**config.mk**
```make
export PLATFORM = sky130hd
export DESIGN_NAME = button_event_detector
export DESIGN_NICKNAME = d
export VERILOG_FILES = /design/src/rtl/button_event_detector_pkg.sv /design/src/rtl/button_event_detector_hold_timer.sv /design/src/rtl/button_event_detector.sv
export SDC_FILE = /design/constraint.sdc
export NUM_CORES = 1
export LEC_CHECK = 0
export CAP_MARGIN = 20
export CELL_PAD_IN_SITES_DETAIL_PLACEMENT = 2
export CELL_PAD_IN_SITES_GLOBAL_PLACEMENT = 2
export CORE_AREA = 2 2 71 73
export DETAILED_ROUTE_END_ITERATION = 10
export DIE_AREA = 0 0 73 75
export PLACE_DENSITY = 0.85
export SLEW_MARGIN = 40
export SYNTH_ARGS = -nofsm -noshare
export SYNTH_HDL_FRONTEND = slang
export SYNTH_SLANG_ARGS = --single-unit
```
**constraint.sdc**
```tcl
create_clock -name clk_fast -period 6.15 [get_ports clk_fast]
set_input_delay 1.23 -clock clk_fast [delete_from_list [all_inputs] [get_ports clk_fast]]
set_output_delay 1.23 -clock clk_fast [all_outputs]
set_load 0.05 [all_outputs]
```
**src/rtl/button_event_detector_pkg.sv**
```systemverilog
// Shared definitions for the button event path: FSM state encoding and the
// hold timing constants that the debouncer also derives its timing from.
package button_event_detector_pkg;

   typedef enum logic [1:0] {
      IDLE  = 2'd0,
      SHORT = 2'd1,
      LONG  = 2'd2
   } btn_state_t;

   localparam int CLK_FREQ_HZ               = 50_000_000;
   localparam int DEFAULT_LONG_PRESS_CYCLES = CLK_FREQ_HZ;      // 1 s hold
   localparam int DEFAULT_REPEAT_CYCLES     = CLK_FREQ_HZ / 5;  // 200 ms repeat

   // Larger of two cycle counts; sizes the shared hold counter.
   function automatic int max_int(input int a, input int b);
      return (a > b) ? a : b;
   endfunction

endpackage

```
**src/rtl/button_event_detector_hold_timer.sv**
```systemverilog
// Hold counter: synchronous clear, count enable and a compare against a
// run-time terminal value. Clear wins over enable.
module hold_timer #(
   parameter int W = 8
) (
   input  logic         clk_fast,
   input  logic         reset,
   input  logic         clear,
   input  logic         enable,
   input  logic [W-1:0] terminal,
   output logic [W-1:0] count,
   output logic         match
);

   logic [W-1:0] count_reg;

   // Count up while enabled; clear or reset returns the count to zero.
   always_ff @(posedge clk_fast) begin
      if (reset || clear) begin
         count_reg <= '0;
      end else if (enable) begin
         count_reg <= count_reg + 1'b1;
      end
   end

   assign count = count_reg;
   assign match = (count_reg == terminal);

endmodule

```
**src/rtl/button_event_detector.sv**
```systemverilog
// Turns the debounced active-low button level into one-cycle press, release,
// click, long-press and auto-repeat pulses plus a registered held level.
module button_event_detector
   import button_event_detector_pkg::*;
#(
   parameter int LONG_PRESS_CYCLES = DEFAULT_LONG_PRESS_CYCLES,
   parameter int REPEAT_CYCLES     = DEFAULT_REPEAT_CYCLES
) (
   input  logic clk_fast,
   input  logic reset,
   input  logic btn_n,
   input  logic repeat_en,
   output logic press_pulse,
   output logic release_pulse,
   output logic click_pulse,
   output logic long_pulse,
   output logic repeat_pulse,
   output logic held
);

   localparam int CNT_MAX = max_int(LONG_PRESS_CYCLES, REPEAT_CYCLES);
   localparam int CNT_W   = $clog2(CNT_MAX + 1);

   localparam logic [CNT_W-1:0] LONG_TERM   = CNT_W'(LONG_PRESS_CYCLES - 1);
   localparam logic [CNT_W-1:0] REPEAT_TERM = CNT_W'(REPEAT_CYCLES - 1);

   btn_state_t       state_reg;
   logic [CNT_W-1:0] terminal;
   logic [CNT_W-1:0] timer_count;
   logic             timer_match;
   logic             timer_clear;
   logic             timer_en;

   hold_timer #(.W(CNT_W)) u_hold_timer (
      .clk_fast (clk_fast),
      .reset    (reset),
      .clear    (timer_clear),
      .enable   (timer_en),
      .terminal (terminal),
      .count    (timer_count),
      .match    (timer_match)
   );

   // Timer control: IDLE keeps the counter at zero so a press starts from 0;
   // threshold hits and disabled repeat clear it, otherwise a held button counts.
   always_comb begin
      terminal    = (state_reg == LONG) ? REPEAT_TERM : LONG_TERM;
      timer_clear = 1'b0;
      timer_en    = 1'b0;
      unique case (state_reg)
         IDLE: timer_clear = 1'b1;
         SHORT: begin
            if (!btn_n) begin
               if (timer_match) timer_clear = 1'b1;
               else             timer_en    = 1'b1;
            end
         end
         LONG: begin
            if (!btn_n) begin
               if (!repeat_en || timer_match) timer_clear = 1'b1;
               else                           timer_en    = 1'b1;
            end
         end
         default: timer_clear = 1'b1;
      endcase
   end

   // Event FSM with registered pulse outputs; release beats threshold matches.
   always_ff @(posedge clk_fast) begin
      if (reset) begin
         state_reg     <= IDLE;
         press_pulse   <= 1'b0;
         release_pulse <= 1'b0;
         click_pulse   <= 1'b0;
         long_pulse    <= 1'b0;
         repeat_pulse  <= 1'b0;
         held          <= 1'b0;
      end else begin
         press_pulse   <= 1'b0;
         release_pulse <= 1'b0;
         click_pulse   <= 1'b0;
         long_pulse    <= 1'b0;
         repeat_pulse  <= 1'b0;
         unique case (state_reg)
            IDLE: begin
               if (!btn_n) begin
                  press_pulse <= 1'b1;
                  held        <= 1'b1;
                  state_reg   <= SHORT;
               end
            end
            SHORT: begin
               if (btn_n) begin
                  release_pulse <= 1'b1;
                  click_pulse   <= 1'b1;
                  held          <= 1'b0;
                  state_reg     <= IDLE;
               end else if (timer_match) begin
                  long_pulse <= 1'b1;
                  state_reg  <= LONG;
               end
            end
            LONG: begin
               if (btn_n) begin
                  release_pulse <= 1'b1;
                  held          <= 1'b0;
                  state_reg     <= IDLE;
               end else if (repeat_en && timer_match) begin
                  repeat_pulse <= 1'b1;
               end
            end
            default: begin
               held      <= 1'b0;
               state_reg <= IDLE;
            end
         endcase
      end
   end

endmodule

```
# --- After elaboration in Yosys (flattened, before gate mapping) ---
# Cells that the tools add are included.
word_totals:
  register_bits: 34
  input_bits: 4
op_classes:
  addsub: 1
  n_eq_ne: 7
  mux: 22
  bitwise_logic: 4
  n_reduce_logical: 12
op_table:
  columns: ["op", "n"]
  rows:
  - ["$add A26 B1 Y26 const B", 1]
  - ["$eq A26 B26 Y1", 1]
  - ["$mux W26", 1]
  - ["$mux W1", 13]
  - ["$mux W2", 4]
  - ["$reduce_or A2 Y1", 4]
  - ["$pmux W1 S2", 3]
  - ["$pmux W2 S3", 1]
  - ["$ne A2 B2 Y1 const B", 2]
  - ["$not A1 Y1", 4]
  - ["$ne A3 B3 Y1 const B", 1]
  - ["$reduce_and A3 Y1", 1]
  - ["$reduce_or A3 Y1", 1]
  - ["$eq A2 B1 Y1 const B", 1]
  - ["$eq A2 B2 Y1 const B", 1]
  - ["$logic_not A2 Y1", 1]
  - ["$logic_or A1 B1 Y1", 2]
  - ["$ne A2 B1 Y1 const B", 1]
  - ["$reduce_and A2 Y1", 1]
  - ["$logic_and A1 B1 Y1", 1]
  - ["$logic_not A1 Y1", 1]

# --- Logic depth before layout (Yosys ltp) ---
depth:
  depth_word: 8
  depth_mapped: 10
  ltp_nobuf: 8

# --- Cells and area by module ---
# A second synthesis with hierarchy kept.
unflattened:
  hier_cells: 219
  area_unflattened_um2: 1945.6
by_module_without_submodules:
  columns: ["mod", "instances", "cells_each", "area_each_um2", "seq_area_each_um2"]
  rows:
  - ["hold_timer", 1, 177, 1546.5, 520.5]
  - ["button_event_detector", 1, 42, 399.1, 160.2]

# --- Worst setup path before layout ---
# No wires, ideal clock.
synth_timing:
  path_type: "input-to-reg"
  from: "input port btn_n"
  to: "register u_hold_timer.count_reg[25], in the netlist u_hold_timer.count[25]"
  setup_ns: 0.115
  arrival_ns: 2.613
  setup_slack_ns: 3.422
  stages: 7
  path_buffers: 1
  cell_sequence: "buf_2 -> nor2b_1 -> or4b_1 -> nor3_1 -> nand4_1 -> xor2_1 -> nor2_2"
synth_between:
  elab_chain_len: 3
  word_cells_on_any_way: 7
  cone_classes: "6 x mux; 1 x reduce/logical"
synth_lines:
  columns: ["item", "line_no", "rtl"]
  rows:
  - ["start: declaration", "button_event_detector.sv:11", "input logic btn_n,"]
  - ["$mux W1, on equally long branches", "button_event_detector.sv:59, button_event_detector.sv:53", null]
  - ["$pmux W1 S2", "button_event_detector.sv:50", "unique case (state_reg)"]
  - ["$logic_or A1 B1 Y1", "button_event_detector_hold_timer.sv:19", "if (reset || clear) begin"]
  - ["end signal: assignment", "button_event_detector_hold_timer.sv:22", "count_reg <= count_reg + 1'b1;"]
  - ["end: declaration", "button_event_detector_hold_timer.sv:15", "logic [W-1:0] count_reg;"]
# Several ways; a longest one is shown, not always the timed one.
# A chain may end at the register's enable or synchronous reset.

# --- Worst setup path in the final report ---
# Ends and elaborated chain as after synthesis.

==> reports/results.ini <==
[synth]
ys_seq_area_frac = 0.386
synth_warnings = 0
synth_area_mm2 = 0.00176
synth_edf_count = 0
synthArstFlopShare = 0
synth_top_family_by_area = simple AND/OR/NAND/NOR gates
syn_area_per_cell_um2 = 8.99
yosys.area_share.adder = 0.0284
ys_ff_latch = 34
synthFlopType = dfxtp_1
synth.mux.area_fraction = 0.00781
syn_inst = 196
synth.net_count = 204
synth-simple-area-share = 0.342
synth.distinct_cells = 47
synth_xor_xnor_area_share = 0.124
synth_compound_area_frac = 0.0746

[clock_network]
numCtsBuffers = 5
cts_buffer_depth = 2
clockRootBuffer = clkbuf_8
hold_buffers = 0
clk_pin_slew_worst_paths_ns = 0.07
cts_tree = done
cts_sinks = 34
clkLatencyLatePin_ns = 0.30
postCtsSetupBuffers = 0
htree_levels = 2
ctsResizeCount = 0

[pwr]
irDropWorstVdd_uv = 139
power_leakage_nw = 0.632
pwr_density_cell_mw_per_mm2 = 236

[sta]
period_minus_slack_ns = 3.19
finClkSkew_ns = 0.00718
worst_slew_pin_slew_ns = 0.740
post-route-period-util = 0.519
tns_ns = 0
maxSlewHeadroom = 0.504
clock.fmax_ghz = 0.313
setup_viol = 0
slew_violations = 0
rsz0062_at_grt = false
finalHoldViolCount = 0

[global_routing]
overflow = 0
antenna_found_initial = 0
grt_max_degree = 27
grt_pass1_vias = 1623
grt_pass1_wl_um = 8330
grtUsageTotal = 0.206

[job]
cap_violations = 0

[critical_path]
crit_start = btn_n
worstSetupEndpointType = flip-flop
critPathTopFamily = simple AND/OR/NAND/NOR gates
worst_ep_required_time_ns = 6.32
slowest_delay_ns = 0.63
path_class = input pin to flip-flop
rr_startpoint = state_reg[0]
cp-start-kind = input pin
worstPathArrival_ns = 3.36
worst-path-buf-inv = 1
critPathMaxFanout = 9
worst_path_max_delay_cell = clkdlybuf4s50_1
path_cells = clkdlybuf4s50_1 -> nor2b_1 -> or4b_1 -> nor3_1 -> nand4_1 -> xor2_1 -> nor2_2

[die]
core_mm2 = 0.00466
pin_count = 10
row_count = 25
die_y_um = 75
die_area_mm2 = 0.00548
die_w_um = 73
start_util = 0.378

[placed_design]
gp_congestion = 0.881
place_hpwl_um = 3530
port_buffers = 9

[final_layout]
fin_nets = 213
diodes = 0
fillers = 512
drive_gt1_frac = 0.112
seqCellArea_um2 = 681
areaGrowthSynthToFinish_pct = 12.6
multi_input_area_mm2 = 0.00102
post-route-util = 0.426
largest_reg_flops = 26

[drt]
wl_um = 5010
ant_nets = 0
wire_per_inst_um = 19.3
drt_iter0_drc = 55
vias_per_cell = 5.66
post-route-drc-count = 0
first_pass_iters = 4
via_count = 1472

[outcome]
status = finished, final reports clean

[worst_hold_path]
hold_start = held
hold_class = flip-flop to flip-flop

## worst register-to-register path, cell delays in order (launching register included)
cell       delay [ns]
dfxtp_1          0.33
inv_1            0.11
ha_1             0.47
nor3b_2          0.27
a2bb2oi_2        0.12
nor4_4           0.50
buf_4            0.27
a22oi_1          0.13
o21ai_4          0.62
nor2_1           0.14
## Yosys cell counts, types with 2 or more instances
library cell  instances  area share
nand3_1               8       0.023
inv_1                 3      0.0064
nor2_1               34       0.072
nand2_1              12       0.026
nand4_1              11       0.039
ha_1                  4       0.028
a21oi_1               4       0.011
or3_1                 2      0.0071
nor3b_1               3       0.013
nor2b_1               2      0.0071
nor3_1                7       0.020
xor2_1               10       0.050
buf_6                 2       0.013
clkbuf_1              2      0.0043
and3_1                3       0.011
buf_2                 3      0.0085
and4_1                4       0.020
and2_1                4       0.014
xnor2_1              15       0.075
dfxtp_1              34        0.39
o41ai_1               2      0.0099
o21ai_0               2      0.0057
## cell usage in the layout (no fill, tap or decap), types with 2 or more instances in the layout
master	synthesis	final
a21oi_1	4	4
and2_1	4	4
and3_1	3	3
and4_1	4	4
clkbuf_8	0	5
clkdlybuf4s50_1	0	9
clkinv_2	0	2
dfxtp_1	34	34
ha_1	4	4
inv_1	3	3
nand2_1	12	12
nand3_1	8	8
nand4_1	11	11
nor2_1	34	34
nor2b_1	2	2
nor3_1	7	7
nor3b_1	3	3
o21ai_0	2	2
o41ai_1	2	2
or3_1	2	2
xnor2_1	15	15
xor2_1	10	10
## kinds of logic (layout without fill, tap and decap cells)
family / count (synthesis) / in the layout
mux: 1 / 1
flops: 34 / 34
fa+ha+maj: 4 / 4
buf+inv: 11 / 21
compound gates: 16 / 16
xor+xnor: 25 / 25
simple gates: 105 / 105
## where the power goes
part	switching, mW	total (mW)	internal [mW]
sequential	0.00136	0.224	0.223
clock	0.0893	0.209	0.119
combinational	0.0237	0.0354	0.0117
total	0.114	0.468	0.354
## final cells by class
cell class / count / area share
clock buffers: 5 / 0.0347
multi-input cells: 151 / 0.513
well taps: 54 / 0.0341
flip-flops and latches: 34 / 0.343
inverters: 3 / 0.00568
clock inverters: 3 / 0.0202
repair buffers: 10 / 0.0492
## per-layer routing
layer	vias to the layer above	global-route usage	part of all wire
met5	-	0	0
met4	0	0.0926	0.021
li1	706	-	-
met2	12	0.354	0.50
met3	8	0.0402	0.016
met1	746	0.249	0.46
## metrics by stage
step                      cell area (um^2)  cells  hold WS (ns)  setup slack (ns)  total power, mW
after detailed placement              1870    251         0.523              2.73            0.264
after CTS                             1980    259         0.540              2.79            0.470
after global routing                  1980    260         0.579              2.81            0.483
after floorplan                       1760    196         0.467              3.42            0.255
final                                 1980    260         0.525              2.96            0.468
after global placement                1870    251         0.478              2.82            0.262
## path summary, 6_finish.rpt
path / to / slack [ns] / cells after the start
max: u_hold_timer.count[25] / 2.96 / 7
min reg2reg: held / 0.53 / 2
min: held / 0.53 / 2
max reg2reg: u_hold_timer.count[5] / 3.04 / 9
No activity file was read; power rests on OpenSTA's default activity.
